--- src/rtl/ad7528_pkg.sv ---
// Shared types for the AD7528 serial DAC writer.
// Command bundle, FSM state encoding and frame length.
package ad7528_pkg;

    typedef struct packed {
        logic       chip;
        logic       dac_sel;
        logic [7:0] value;
    } ad7528_cmd_t;

    typedef enum logic [2:0] {
        IDLE,
        SETUP,
        HIGH,
        LOW,
        GAP
    } ad7528_wr_state_e;

    localparam int AD7528_FRAME_BITS = 9;

    function automatic logic [AD7528_FRAME_BITS-1:0] frame_bits(
        input ad7528_cmd_t c
    );
        return {c.dac_sel, c.value};
    endfunction

endpackage

--- src/rtl/ad7528_cmd_fifo.sv ---
// Synchronous command FIFO in front of the AD7528 writer FSM.
// DEPTH must be a power of two, at least 2.
module ad7528_cmd_fifo
    import ad7528_pkg::*;
#(
    parameter int DEPTH = 4
) (
    input  logic        clk,
    input  logic        reset,
    input  logic        push,
    input  ad7528_cmd_t wdata,
    input  logic        pop,
    output ad7528_cmd_t rdata,
    output logic        full,
    output logic        empty
);

    localparam int AW = (DEPTH > 1) ? $clog2(DEPTH) : 1;
    localparam logic [AW:0] FULL_CNT = (AW + 1)'(DEPTH);

    if (DEPTH < 2 || (DEPTH & (DEPTH - 1)) != 0) begin : g_bad_depth
        $error("QUEUE_DEPTH must be a power of two >= 2");
    end

    ad7528_cmd_t   mem [DEPTH];
    logic [AW-1:0] wr_ptr;
    logic [AW-1:0] rd_ptr;
    logic [AW:0]   count;
    logic          do_push;
    logic          do_pop;

    assign full    = (count == FULL_CNT);
    assign empty   = (count == '0);
    assign do_push = push && !full;
    assign do_pop  = pop && !empty;
    assign rdata   = mem[rd_ptr];

    // Storage write; contents need no reset, pointers gate validity.
    always_ff @(posedge clk) begin
        if (do_push) mem[wr_ptr] <= wdata;
    end

    // Pointer and occupancy bookkeeping; push and pop may coincide.
    always_ff @(posedge clk) begin
        if (reset) begin
            wr_ptr <= '0;
            rd_ptr <= '0;
            count  <= '0;
        end else begin
            if (do_push) wr_ptr <= wr_ptr + 1'b1;
            if (do_pop)  rd_ptr <= rd_ptr + 1'b1;
            unique case ({do_push, do_pop})
                2'b10:   count <= count + 1'b1;
                2'b01:   count <= count - 1'b1;
                default: count <= count;
            endcase
        end
    end

endmodule

--- src/rtl/ad7528_serial_writer.sv ---
// Serial writer for the dual AD7528 attenuation DACs (MSB-first, 9-bit frame).
// Optional command queue enabled by defining AD7528_WRITER_QUEUE_EN.
module ad7528_serial_writer
    import ad7528_pkg::*;
#(
    parameter int CLK_DIV     = 15,
    parameter int QUEUE_DEPTH = 4
) (
    input  logic       clk30,
    input  logic       reset,
    input  logic       cmd_valid,
    output logic       cmd_ready,
    input  logic       cmd_chip,
    input  logic       cmd_dac_sel,
    input  logic [7:0] cmd_value,
    output logic       busy,
    output logic       datadac,
    output logic       clkdac,
    output logic       csdac1n,
    output logic       csdac2n
);

    localparam int CW = (CLK_DIV > 1) ? $clog2(CLK_DIV) : 1;
    localparam logic [CW-1:0] RELOAD = CW'(CLK_DIV - 1);

    if (CLK_DIV < 1) begin : g_bad_div
        $error("CLK_DIV must be >= 1");
    end

    if (QUEUE_DEPTH < 1) begin : g_bad_qd
        $error("QUEUE_DEPTH must be >= 1");
    end

    ad7528_wr_state_e state;
    ad7528_wr_state_e state_next;
    logic [CW-1:0]    cnt;
    logic [3:0]       bit_cnt;
    logic [3:0]       bit_idx;
    ad7528_cmd_t      cmd_q;
    ad7528_cmd_t      in_cmd;
    ad7528_cmd_t      start_cmd;
    logic [AD7528_FRAME_BITS-1:0] frame;
    logic             phase_end;
    logic             start;
    logic             fifo_empty;

    assign in_cmd    = '{chip: cmd_chip, dac_sel: cmd_dac_sel, value: cmd_value};
    assign frame     = frame_bits(cmd_q);
    assign phase_end = (cnt == '0);

`ifdef AD7528_WRITER_QUEUE_EN
    logic fifo_full;
    logic fifo_pop;

    // Pop when idle, or on the last GAP cycle so frames run back to back.
    assign fifo_pop = !fifo_empty &&
                      ((state == IDLE) || (state == GAP && phase_end));
    assign start     = fifo_pop;
    assign cmd_ready = !fifo_full;

    ad7528_cmd_fifo #(
        .DEPTH(QUEUE_DEPTH)
    ) u_fifo (
        .clk   (clk30),
        .reset (reset),
        .push  (cmd_valid && !fifo_full),
        .wdata (in_cmd),
        .pop   (fifo_pop),
        .rdata (start_cmd),
        .full  (fifo_full),
        .empty (fifo_empty)
    );
`else
    assign fifo_empty = 1'b1;
    assign cmd_ready  = (state == IDLE);
    assign start      = cmd_valid && cmd_ready;
    assign start_cmd  = in_cmd;
`endif

    assign busy = (state != IDLE) || !fifo_empty;

    // State, phase timer, bit counter and latched command.
    always_ff @(posedge clk30) begin
        if (reset) begin
            state   <= IDLE;
            cnt     <= '0;
            bit_cnt <= '0;
            cmd_q   <= '0;
        end else begin
            state <= state_next;
            if (state_next != state) cnt <= RELOAD;
            else if (cnt != '0)      cnt <= cnt - 1'b1;
            if (start) begin
                cmd_q   <= start_cmd;
                bit_cnt <= 4'(AD7528_FRAME_BITS - 1);
            end else if (state == LOW && phase_end && bit_cnt != '0) begin
                bit_cnt <= bit_cnt - 1'b1;
            end
        end
    end

    // Next-state and bus outputs; LOW already shows the following bit.
    always_comb begin
        state_next = state;
        datadac    = 1'b0;
        clkdac     = 1'b0;
        csdac1n    = 1'b1;
        csdac2n    = 1'b1;
        bit_idx    = bit_cnt;
        unique case (state)
            IDLE: begin
                if (start) state_next = SETUP;
            end
            SETUP: begin
                csdac1n = cmd_q.chip;
                csdac2n = !cmd_q.chip;
                datadac = frame[bit_idx];
                if (phase_end) state_next = HIGH;
            end
            HIGH: begin
                csdac1n = cmd_q.chip;
                csdac2n = !cmd_q.chip;
                clkdac  = 1'b1;
                datadac = frame[bit_idx];
                if (phase_end) state_next = LOW;
            end
            LOW: begin
                csdac1n = cmd_q.chip;
                csdac2n = !cmd_q.chip;
                if (bit_cnt != '0) bit_idx = bit_cnt - 1'b1;
                datadac = frame[bit_idx];
                if (phase_end) state_next = (bit_cnt == '0) ? GAP : HIGH;
            end
            GAP: begin
                if (phase_end) state_next = start ? SETUP : IDLE;
            end
            default: state_next = IDLE;
        endcase
    end

endmodule

--- config.mk ---
export PLATFORM = sky130hd
export DESIGN_NAME = ad7528_serial_writer
export DESIGN_NICKNAME = d
export VERILOG_FILES = /design/src/rtl/ad7528_pkg.sv /design/src/rtl/ad7528_cmd_fifo.sv /design/src/rtl/ad7528_serial_writer.sv
export SDC_FILE = /design/constraint.sdc
export NUM_CORES = 1
export LEC_CHECK = 0
export BUFFER_PORTS_ARGS = -buffer_cell sky130_fd_sc_hd__buf_2
export CORE_MARGIN = 1.5
export CORE_UTILIZATION = 45
export DETAILED_ROUTE_END_ITERATION = 10
export PLACE_DENSITY = 0.65
export SLEW_MARGIN = 20
export SYNTH_ARGS = -nofsm -noshare
export SYNTH_HDL_FRONTEND = slang
export SYNTH_SLANG_ARGS = --single-unit
export TNS_END_PERCENT = 50
--- constraint.sdc ---
create_clock -name clk30 -period 2.7 [get_ports clk30]
set_clock_uncertainty 0.1 [all_clocks]
set_input_delay 0.54 -clock clk30 [delete_from_list [all_inputs] [get_ports clk30]]
set_output_delay 0.54 -clock clk30 [all_outputs]
set_load 0.02 [all_outputs]
# After elaboration in Yosys (flattened, before gate mapping)
# Cells that the tools add are included.
# totals
regBits	21
in_bits	13
out_inout_bits	6
elab_cells	55
# classes
addsub	2
order_cmp	2
eq_ne	5
n_mux	22
reduce_logical	16
# op_table
op	count
$mux 4	6
$mux 3	6
$pmux 3 s5	1
$lt 4x5->1 const B	2
$bmux 1 s4	2
$logic_not 4->1	2
$reduce_bool 4->1	2
$sub 4x1->4 const B	2
$eq 3x2->1 const B	2
$mux 1	6
$reduce_or 2->1	3
$reduce_bool 2->1	2
$eq 3x1->1 const B	1
$eq 3x3->1 const B	1
$logic_and 1x1->1	3
$logic_not 3->1	1
$ne 3x3->1	1
$reduce_bool 3->1	1
$reduce_or 3->1	1
$pmux 1 s2	1
$logic_not 1->1	1

# Longest topological paths before layout
# Gate-level depths: netlist (run 1).
# logic_depth
depth_word	7
ltp_mapped	10
mapped_depth_nobuf	7

# Least setup slack after synthesis (run 1)
# OpenSTA, ideal clock, no wires.
# synth_path
kind	reg-to-output
from	register bit_cnt[0]
to	output datadac
t_arrival_ns	2.174
required_ns	2.060
slack_ns	-0.114
path_stages_with_launch	10
n_path_buf	3
path_cell_list	dfxtp_1 -> buf_2 -> buf_6 -> inv_1 -> ha_1 -> buf_2 -> or3b_1 -> a21oi_1 -> a211oi_1 -> o31ai_1
# synth_between
elab_chain_cells	6
elab_cells_between_ends	9
cone_classes	1 x add/sub; 7 x mux; 1 x reduce/logical
# synth_lines
element	line_no	rtl
start: declaration	ad7528_serial_writer.sv:37	logic [3:0] bit_cnt;
start signal: assignment	ad7528_serial_writer.sv:95	bit_cnt <= 4'(AD7528_FRAME_BITS - 1);
start signal: assignment	ad7528_serial_writer.sv:97	bit_cnt <= bit_cnt - 1'b1;
$sub 4x1->4 or $reduce_bool 4->1 (tied branches)	ad7528_serial_writer.sv:130	if (bit_cnt != '0) bit_idx = bit_cnt - 1'b1;
$mux 4	ad7528_serial_writer.sv:130	
$mux 4	ad7528_serial_writer.sv:110	unique case (state)
$bmux 1 s4	ad7528_serial_writer.sv:131	datadac = frame[bit_idx];
$mux 1 (implied by the code)	ad7528_serial_writer.sv:131	
$pmux 1 s2 (*)	ad7528_serial_writer.sv:110	
end: declaration	ad7528_serial_writer.sv:17	output logic datadac,
# Mark *: on every way between the ends. The rest lies on a longest branch, timed or not. The select of a mux whose other input is x is not followed.

# Worst setup path after layout (run 1)
# Ends and elaborated chain as after synthesis.

==> metrics.md, run 1 <==
| Metric | Value |
|---|---|
| Clock-pin slew on the worst setup and hold paths | 120 ps |
| IO Port Bufs | 18 |
| DR vias | 1196 |
| Register area | 425.4 um^2 |
| Core area | 2734 um^2 |
| Commonest non-fill, non-tap cell in the layout | nand2_1 |
| Clock tree from TritonCTS | built |
| RePlAce Congestion | 0.8136 |
| Worst R2R Path Depth | 5 |
| PwrDens | 560.9 nW/um^2 |
| Yosys Warn Count | 0 |
| Worst-Skew Late Latency | 300 ps |
| Post-DP HPWL | a little over 2000 um |
| Drt total wl | 2767 um |
| Min Hold Slack | 356.1 ps |
| CTS Root Cell | clkbuf_4 |
| Die X | 56.26 um |
| Worst-Margin Slew | ~450 ps |
| Setup violators final | 0 |
| Reg2reg start | cnt[1] |
| Post-layout min period | 2653 ps |
| Kind of critical path | flip-flop to primary output |
| First-pass GRT wire length | 4830 um |
| FP Rows | 19 |
| Post-Syn Area | 1276 um^2 |
| Startpoint class of the critical path | flip-flop |
| Area grow syn2layout | 16.37% |
| Commonest cells after routing, fill and taps aside | nand2_1, a21oi_1, dfxtp_1, buf_2 |
| Post-synth cell types | 40 |
| Crit path to | datadac |
| Grt ovf | 0 |
| Reg2reg setup slack | 940 ps |
| Max-cap check violation count | 0 |
| Post-route antenna net violation count | 0 |
| Syn_nets | 177 |
| RSZ-0062 raised after global routing | true |
| Final number of max-transition violations | 0 |
| Peak VDD IR | between 0.4 and 0.5 mV |
| Detailed Route Iter0 Violations | 37 |
| GR Util All Layers | 19.01% |
| Hold buffer count at cts | 0 |
| Largest net degree at the start of global routing | 22 |
| Initial antenna violation count | 0 |
| Fillers | around 280 |
| H-tree depth | 1 |
| Die area | ~3200 um^2 |
| Synth Area per Inst | 7.830 um^2 |
| Total Nets Final | 196 |
| Num CTS Buffers | 3 |
| Arrival time worst endpoint | 2010 ps |
| Fraction of registers with async set or reset after synthesis | 0% |
| Post-synthesis sequential area ratio | about a third |
| HP Class | primary input to flip-flop |
| Largest fanout on the critical path | 10 |
| Post-DP Area | 1393 um^2 |
| Post-synth EDFFs | 0 |
| Period Utilization, post-route | 98.26% |
| Wire length per cell | 13.05 um |
| Synth Flop Type | dfxtp_1 |
| Vias in the first global route | 1085 |
| Routed vias/inst | 5.642 |
| Critical path startpoint | bit_cnt[0] |
| Outcome | complete, no violations |
| Die height | 56.26 um |
| Fin area | 1485 um^2 |
| Final antenna diode count | 0 |
| FF+latch count, synth | 21 |
| Share of layout cells above drive strength 1 | 27.07% |
| DR pass1 iterations | 4 |
| Initial Utilization | 46.68% |
| CTS sink cnt | 21 |
| I/O pins | 19 |
| CP Capture Type | primary output |
| # DRC | 0 |
| Hold Violations, Final | 0 |
| Max Root-Sink Buffers | 2 |
| Req. time, crit path | 2060 ps |
| Multi-input logic area | 819.5 um^2 |
| Worst slew margin | 69.70% |
| Lkg Pwr | 0.5529 nW |
| Post-Synthesis Cells | around 160 |
| Reg-to-Reg End | bit_cnt[3] |
| Fmax | 0.3769 GHz |
## what timing repair did
| item | in CTS | in global routing |
|---|---|---|
| setup buffers | 0 | 2 |
| pin swaps | 2 | 1 |
| setup endpoints to repair | 1 | 1 |
| hold endpoints to repair | 0 | 0 |
| resized for setup | 13 | 6 |
## synthesized netlist by cell type (3+ instances only)
| cell | instances | area (um^2) |
|---|---|---|
| nand2_1 | 32 | 120.1 |
| a21oi_1 | 22 | 110.1 |
| dfxtp_1 | 21 | 420.4 |
| mux2i_1 | 8 | 80.08 |
| nor2_1 | 8 | 30.03 |
| buf_2 | 5 | 25.02 |
| clkbuf_1 | 5 | 18.77 |
| nor2b_1 | 5 | 31.28 |
| nor3_1 | 5 | 25.02 |
| a31oi_1 | 4 | 25.02 |
| inv_1 | 4 | 15.01 |
| o21ai_0 | 4 | 20.02 |
| nand2b_1 | 3 | 18.77 |
## power breakdown
| part | switching [mW] | total (mW) | internal, mW | leakage [nW] |
|---|---|---|---|---|
| Sequential | 0.0664 | 0.418 | 0.351 | 0.174 |
| Clock | 0.0967 | 0.152 | 0.0552 | 0.0177 |
| Combinational | 0.151 | 0.263 | 0.112 | 0.361 |
## flip-flops by register name (all words and copies together) (netlist names)
name,flops
cmd_q,10
cnt,4
state,3
bit_cnt,4
## routing by layer
metal,track usage (%),vias up,wire [um],share of wire (%)
li1,-,617,-,-
met1,26.50,556,1326,48
met2,29.41,19,1330,48
met3,2.535,4,77,2.8
met4,8.503,0,33,1.2
met5,0,-,0,0
## cell type report
cell class | instances | area share (%)
Multi-Input combinational cell | 127 | 55.18
Timing Repair Buffer | 25 | 10.53
Sequential cell | 21 | 28.64
Tap cell | 31 | 2.612
Clock buffer | 3 | 1.516
Clock inverter | 1 | 0.3370
Inverter | 4 | 1.179
## worst max-delay path: stages (launching register included)
cell,delay (ps)
dfxtp_2,370
buf_8,140
mux2i_1,190
a211oi_1,80
or4_1,500
a22oi_2,180
o31ai_2,90
buf_4,160
## worst min path at each step
stage                 start  endpoint  cells past startpoint
4_1_cts         cmd_dac_sel  cmd_q[8]                      3
6_report        cmd_dac_sel  cmd_q[8]                      3
3_3_place_gp       cmd_q[7]  cmd_q[7]                      2
5_1_grt        cmd_value[0]  cmd_q[0]                      3
2_1_floorplan      cmd_q[9]  cmd_q[9]                      2
3_5_place_dp       cmd_q[7]  cmd_q[7]                      2
## cells by family (layout without fill, tap and decap cells)
kind of cell,Yosys count,in the layout,share of synthesized area [%]
AO/OA/AOI/OAI,43,43,19.71
flip-flops,21,21,32.94
XOR/XNOR,2,2,1.373
buffers and inverters,15,33,5.490
adder cells (fa/ha/maj),1,1,0.9802
AND/OR/NAND/NOR,71,71,29.71
multiplexers,10,10,9.804
## stage by stage
| stage | TNS (ps) | setup slack (ps) | total power [mW] | instances | utilization (%) |
|---|---|---|---|---|---|
| after floorplan | 0 | 31.68 | 0.6147 | 163 | - |
| after global placement | 0 | 290.4 | 0.6736 | 206 | 50.94 |
| after detailed placement | 0 | 229.0 | 0.6809 | 206 | 50.94 |
| after CTS | 0 | 22.83 | 0.8401 | 210 | 53.32 |
| after global routing | -33.21 | -33.21 | 0.8972 | 212 | 54.32 |
| final | 0 | 46.95 | 0.8330 | 212 | 54.32 |
No activity file was read; power rests on OpenSTA's default activity.
==> inputs of run 2 (changes only) <==
CTS_BUF_LIST = sky130_fd_sc_hd__clkbuf_16   (was not set)
==> metrics.md, run 2 (synthesis results as in run 1) <==
| Metric | Value |
|---|---|
| Outcome | complete, no violations |
| Max-cap check violation count | 0 (unchanged) |
| Hold Violations, Final | 0 (unchanged) |
| HP Class | flip-flop to flip-flop |
| Grt ovf | 0 (unchanged) |
| Largest net degree at the start of global routing | 22 (unchanged) |
| Die area | 3165 um^2 (unchanged) |
| Setup TNS Final | 0 ps (unchanged) |
| Reg2reg setup slack | 930 ps (about the same) |
| I/O pins | 19 (unchanged) |
| Regs by FF count | cmd_q x10, bit_cnt x4, cnt x4 |
| Startpoint class of the critical path | flip-flop |
| Reg-to-Reg End | bit_cnt[1] |
| Num CTS Buffers | 3 (unchanged) |
| Post-layout min period | 2638 ps (-15.54 ps) |
| Final antenna diode count | 0 (unchanged) |
| FP Rows | 19 (unchanged) |
| Lkg Pwr | 0.5737 nW (+3.8%) |
| Most flops, register | cmd_q |
| Crit-path slowest cell | or4_1 |
| Worst-Skew Late Latency | 250 ps (-50 ps) |
| Vias in the first global route | 1073 (-1.1%) |
| Detailed Route Iter0 Violations | 35 (-5.4%) |
| Peak VDD IR | 0.4594 mV (+8.3%) |
| Clock-pin slew on the worst setup and hold paths | 60 ps (-60 ps) |
| Period Utilization, post-route | 97.69% (-0.58 points) |
| Setup violators final | 0 (unchanged) |
| Share of layout cells above drive strength 1 | 25.41% (-1.7 points) |
| Max reg flops | 10 (unchanged) |
| Initial Utilization | 46.68% (unchanged) |
| Worst R2R Path Depth | 8 (+3) |
| Commonest non-fill, non-tap cell in the layout | nand2_1 |
| # DRC | 0 (unchanged) |
| DR vias | 1211 (+1.3%) |
| Arrival time worst endpoint | 2000 ps (about the same) |
| Kind of critical path | flip-flop to primary output |
| Hold buffer count at cts | 0 (unchanged) |
| Critical path startpoint | bit_cnt[0] |
| Hold_sp | cmd_q[7] |
| Post-DP HPWL | 2021 um (unchanged) |
| Largest fanout on the critical path | 7 (-3) |
| RSZ-0062 raised after global routing | false |
| CTS Root Cell | clkbuf_16 |
| Die X | 56.26 um (unchanged) |
| GR Util All Layers | 18.91% (-0.097 points) |
| DR pass1 iterations | 4 (unchanged) |
| Commonest cells after routing, fill and taps aside | nand2_1, a21oi_1, dfxtp_1 |
| Drt total wl | 2812 um (+1.6%) |
| Crit-path cells | buf_6 > mux2i_1 > a211oi_1 > or4_1 > a22oi_2 > o31ai_2 > buf_4 |
| Reg2reg start | bit_cnt[0] |
| Wire length per cell | 13.26 um (+1.6%) |
| Clock tree from TritonCTS | built |
| Die height | 56.26 um (unchanged) |
| Area grow syn2layout | 20.29% |
| Final core occ | 56.16% (+1.8 points) |
| H-tree depth | 1 (unchanged) |
| Max Root-Sink Buffers | 2 (unchanged) |
| Worst slew margin | 69.04% (-0.66 points) |
| Initial antenna violation count | 0 (unchanged) |
| Slowest stage delay, CP | 540 ps (+40 ps) |
| CTS sink cnt | 21 (unchanged) |
| Total Nets Final | 196 (unchanged) |
| CP Capture Type | primary output |
| Post-route antenna net violation count | 0 (unchanged) |
| IO Port Bufs | 18 (unchanged) |
| RePlAce Congestion | 0.8136 (unchanged) |
| Fmax | 0.3791 GHz (+0.59%) |
| Routed vias/inst | 5.712 (+1.3%) |
| First-pass GRT wire length | 4802 um (-0.58%) |
| Final number of max-transition violations | 0 (unchanged) |
| Req. time, crit path | 2060 ps (about the same) |
| Crit path to | datadac |
| PwrDens | 648.5 nW/um^2 (+16%) |
| Worst-Margin Slew | 464.4 ps (+9.892 ps) |
| Core area | 2734 um^2 (unchanged) |
[run 2: final cells by class]
| class | count | area [um^2] |
|---|---|---|
| repair buffers | 25 | 161.4 |
| clock buffers | 3 | 75.07 |
| flip-flops and latches | 21 | 422.9 |
| fillers | 267 | 1199 |
| inverters | 4 | 15.01 |
| multi-input cells | 127 | 817.0 |
| clock inverters | 1 | 5.005 |
| well taps | 31 | 38.79 |
[run 2: through the flow]
step | hold slack [ps] | std cells | setup WS [ps] | total power [mW] | area [um^2]
finish | 374.2 | 212 | 62.49 | 0.9957 | 1535
global route | 400.2 | 212 | 8.386 | 1.057 | 1535
CTS | 376.2 | 210 | 2.994 | 0.9967 | 1480
detailed placement | 368.2 | 206 | 229.0 | 0.6809 | 1393
global placement | 362.9 | 206 | 290.4 | 0.6736 | 1393
floorplan | 345.2 | 163 | 31.68 | 0.6147 | 1281
[run 2: per-layer routing]
layer / routed length, um / GRT usage (%)
met2: 1303 / 28.91
met5: 0 / 0
met1: 1354 / 26.65
met4: 62 / 8.503
met3: 91 / 2.535
[run 2: critical path: cells and delay by family (launching register included)]
family	cells	cell delay, ps
and+or+nand+nor	1	540
AOI/OAI and AO/OA	3	360
DFF	1	350
buffers and inverters	2	310
muxes	1	190
[run 2: worst min path at each step]
stage / end / slack, ps / cells after the start
finish: cmd_q[7] / 370 / 2
CTS: cmd_q[7] / 380 / 2
global route: cmd_q[2] / 400 / 2
floorplan: cmd_q[9] / 350 / 2
detailed placement: cmd_q[7] / 370 / 2
global placement: cmd_q[7] / 360 / 2
[run 2: power by group]
group | internal [mW] | switching, mW | total [mW] | leakage, nW
logic | 0.112 | 0.151 | 0.263 | 0.360
clock network | 0.199 | 0.114 | 0.313 | 0.0409
registers | 0.352 | 0.0674 | 0.419 | 0.173
[run 2: timing repair]
item,in CTS,in global routing
pin swaps,0,1
resized for setup,3,9
buffers inserted,0,2
gates cloned,0,0
setup endpoints to repair,1,1
endpoints found under the hold margin,0,0
==> inputs of run 3 (changes only) <==
==> constraint.sdc (replaced) <==
create_clock -name clk30 -period 2.7 [get_ports clk30]
set_clock_uncertainty 0.1 [all_clocks]
set_input_delay 0.135 -clock clk30 [delete_from_list [all_inputs] [get_ports clk30]]
set_output_delay 0.135 -clock clk30 [all_outputs]
set_load 0.02 [all_outputs]
==> metrics.md, run 3 (synthesis results as in run 1) <==
| Metric | Value |
|---|---|
| Outcome | complete, no violations |
| Detailed Route Iter0 Violations | 38 (+8.6%) |
| Largest fanout on the critical path | 6 (-1) |
| Peak VDD IR | 0.6225 mV (+36%) |
| First-pass GRT wire length | 4643 um (-3.3%) |
| DR vias | 1192 (-1.6%) |
| H-tree depth | 1 (unchanged) |
| Worst slew margin | 64.72% (-4.3 points) |
| Vias in the first global route | 1045 (-2.6%) |
| Dpl cells | 202 (-1.9%) |
| Routed vias/inst | 5.786 (+1.3%) |
| Kind of critical path | flip-flop to primary output |
| Worst-Skew Late Latency | 250 ps (about the same) |
| Worst-Margin Slew | 528.5 ps (+64.13 ps) |
| I/O pins | 19 (unchanged) |
| HP Class | primary input to flip-flop |
| Max Root-Sink Buffers | 2 (unchanged) |
| # DRC | 0 (unchanged) |
| Fin area | 1440 um^2 (-6.2%) |
| Post-layout min period | 2470 ps (-167.5 ps) |
| Commonest non-fill, non-tap cell in the layout | nand2_1 |
| Core area | 2734 um^2 (unchanged) |
| Register area | 420.4 um^2 (-0.59%) |
| Die X | 56.26 um (unchanged) |
| Startpoint class of the critical path | flip-flop |
| Fmax | 0.4049 GHz (+6.8%) |
| Initial antenna violation count | 0 (unchanged) |
| Regs by FF count | cmd_q x10, bit_cnt x4, cnt x4 |
| Final number of max-transition violations | 0 (unchanged) |
| FP Rows | 19 (unchanged) |
| Drt total wl | 2788 um (-0.85%) |
| Pre-CTS setup slack | 439.5 ps (+210.6 ps) |
| Initial Utilization | 46.68% (unchanged) |
| Arrival time worst endpoint | 2240 ps (+240 ps) |
| Setup ws final | 229.9 ps (+167.5 ps) |
| Max reg flops | 10 (unchanged) |
| Post-DP Area | 1358 um^2 (-2.5%) |
| Final antenna diode count | 0 (unchanged) |
| Req. time, crit path | 2470 ps (+410 ps) |
| Hold Violations, Final | 0 (unchanged) |
| Min Hold Slack | 18.53 ps (-355.7 ps) |
| Final core occ | 52.68% (-3.5 points) |
| Area grow syn2layout | 12.84% |
| CTS sink cnt | 21 (unchanged) |
| Die height | 56.26 um (unchanged) |
| Period Utilization, post-route | 91.48% (-6.2 points) |
| Max-cap check violation count | 0 (unchanged) |
| Grt ovf | 0 (unchanged) |
| CTS Root Cell | clkbuf_16 |
| Wire length per cell | 13.53 um (+2.0%) |
| Clock tree from TritonCTS | built |
| Multi-input logic area | 788.3 um^2 (-3.5%) |
| IO Port Bufs | 18 (unchanged) |
| Die area | 3165 um^2 (unchanged) |
| RePlAce Congestion | 0.8409 (+3.4%) |
| Largest net degree at the start of global routing | 22 (unchanged) |
| RSZ-0062 raised after global routing | false |
| Post-route antenna net violation count | 0 (unchanged) |
| Design Power | 0.9792 mW (-1.7%) |
| Fillers | 266 (-0.37%) |
| Post-DP HPWL | 1974 um (-2.3%) |
| DR pass1 iterations | 4 (unchanged) |
| Most flops, register | cmd_q |
| Hold buffer count at cts | 0 (unchanged) |
| Commonest cells after routing, fill and taps aside | nand2_1, a21oi_1, dfxtp_1 |
| Post-CTS setup buffers | 0 (unchanged) |
| Total Nets Final | 190 (-3.1%) |
| Clock-pin slew on the worst setup and hold paths | 60 ps (about the same) |
| Layout Cells excl Fill | 206 (-2.8%) |
| Setup violators final | 0 (unchanged) |
| GR Util All Layers | 18.31% (-0.61 points) |
| Share of layout cells above drive strength 1 | 17.71% (-7.7 points) |
| CP Capture Type | primary output |
| CTS resizes | 0 (-3) |
| PwrDens | 679.9 nW/um^2 (+4.8%) |
| Setup TNS Final | 0 ps (unchanged) |
| Lkg Pwr | 0.5336 nW (-7.0%) |
| Num CTS Buffers | 3 (unchanged) |
-- run 3: final cells by class --
| type | count | area share, % |
|---|---|---|
| multi-input combinational | 127 | 54.74 |
| timing repair buffer | 19 | 6.777 |
| clock buffer | 3 | 5.213 |
| tap | 31 | 2.693 |
| inverter | 4 | 1.043 |
| clock inverter | 1 | 0.3475 |
| sequential | 21 | 29.19 |
-- run 3: final timing paths --
| path | from | depth (start not counted) | slack [ps] | end |
|---|---|---|---|---|
| setup / recovery | bit_cnt[1] | 8 | 230 | datadac |
| hold reg to reg | cmd_q[3] | 2 | 370 | cmd_q[3] |
| setup reg to reg | bit_cnt[1] | 7 | 790 | bit_cnt[1] |
| hold / removal | cmd_value[3] | 3 | 20 | cmd_q[3] |
-- run 3: metal layers --
metal / routed length (um) / up-vias / track usage, %
li1: - / 612 / -
met3: 77 / 4 / 2.765
met5: 0 / - / 0
met2: 1358 / 17 / 30.42
met4: 33 / 0 / 4.082
met1: 1318 / 559 / 25.22
-- run 3: where the power goes --
group / internal [mW] / leakage (nW) / total (mW) / switching, mW
clock: 0.198 / 0.0409 / 0.306 / 0.108
sequential: 0.351 / 0.172 / 0.418 / 0.0662
combinational: 0.106 / 0.320 / 0.255 / 0.149
total: 0.656 / 0.534 / 0.979 / 0.323
-- run 3: critical path, stage by stage (launching register included) --
cell	delay, ps
dfxtp_1	460
inv_1	130
ha_2	390
nor2b_1	180
o211ai_1	100
a21oi_1	160
o211ai_1	120
o31ai_1	240
buf_2	200
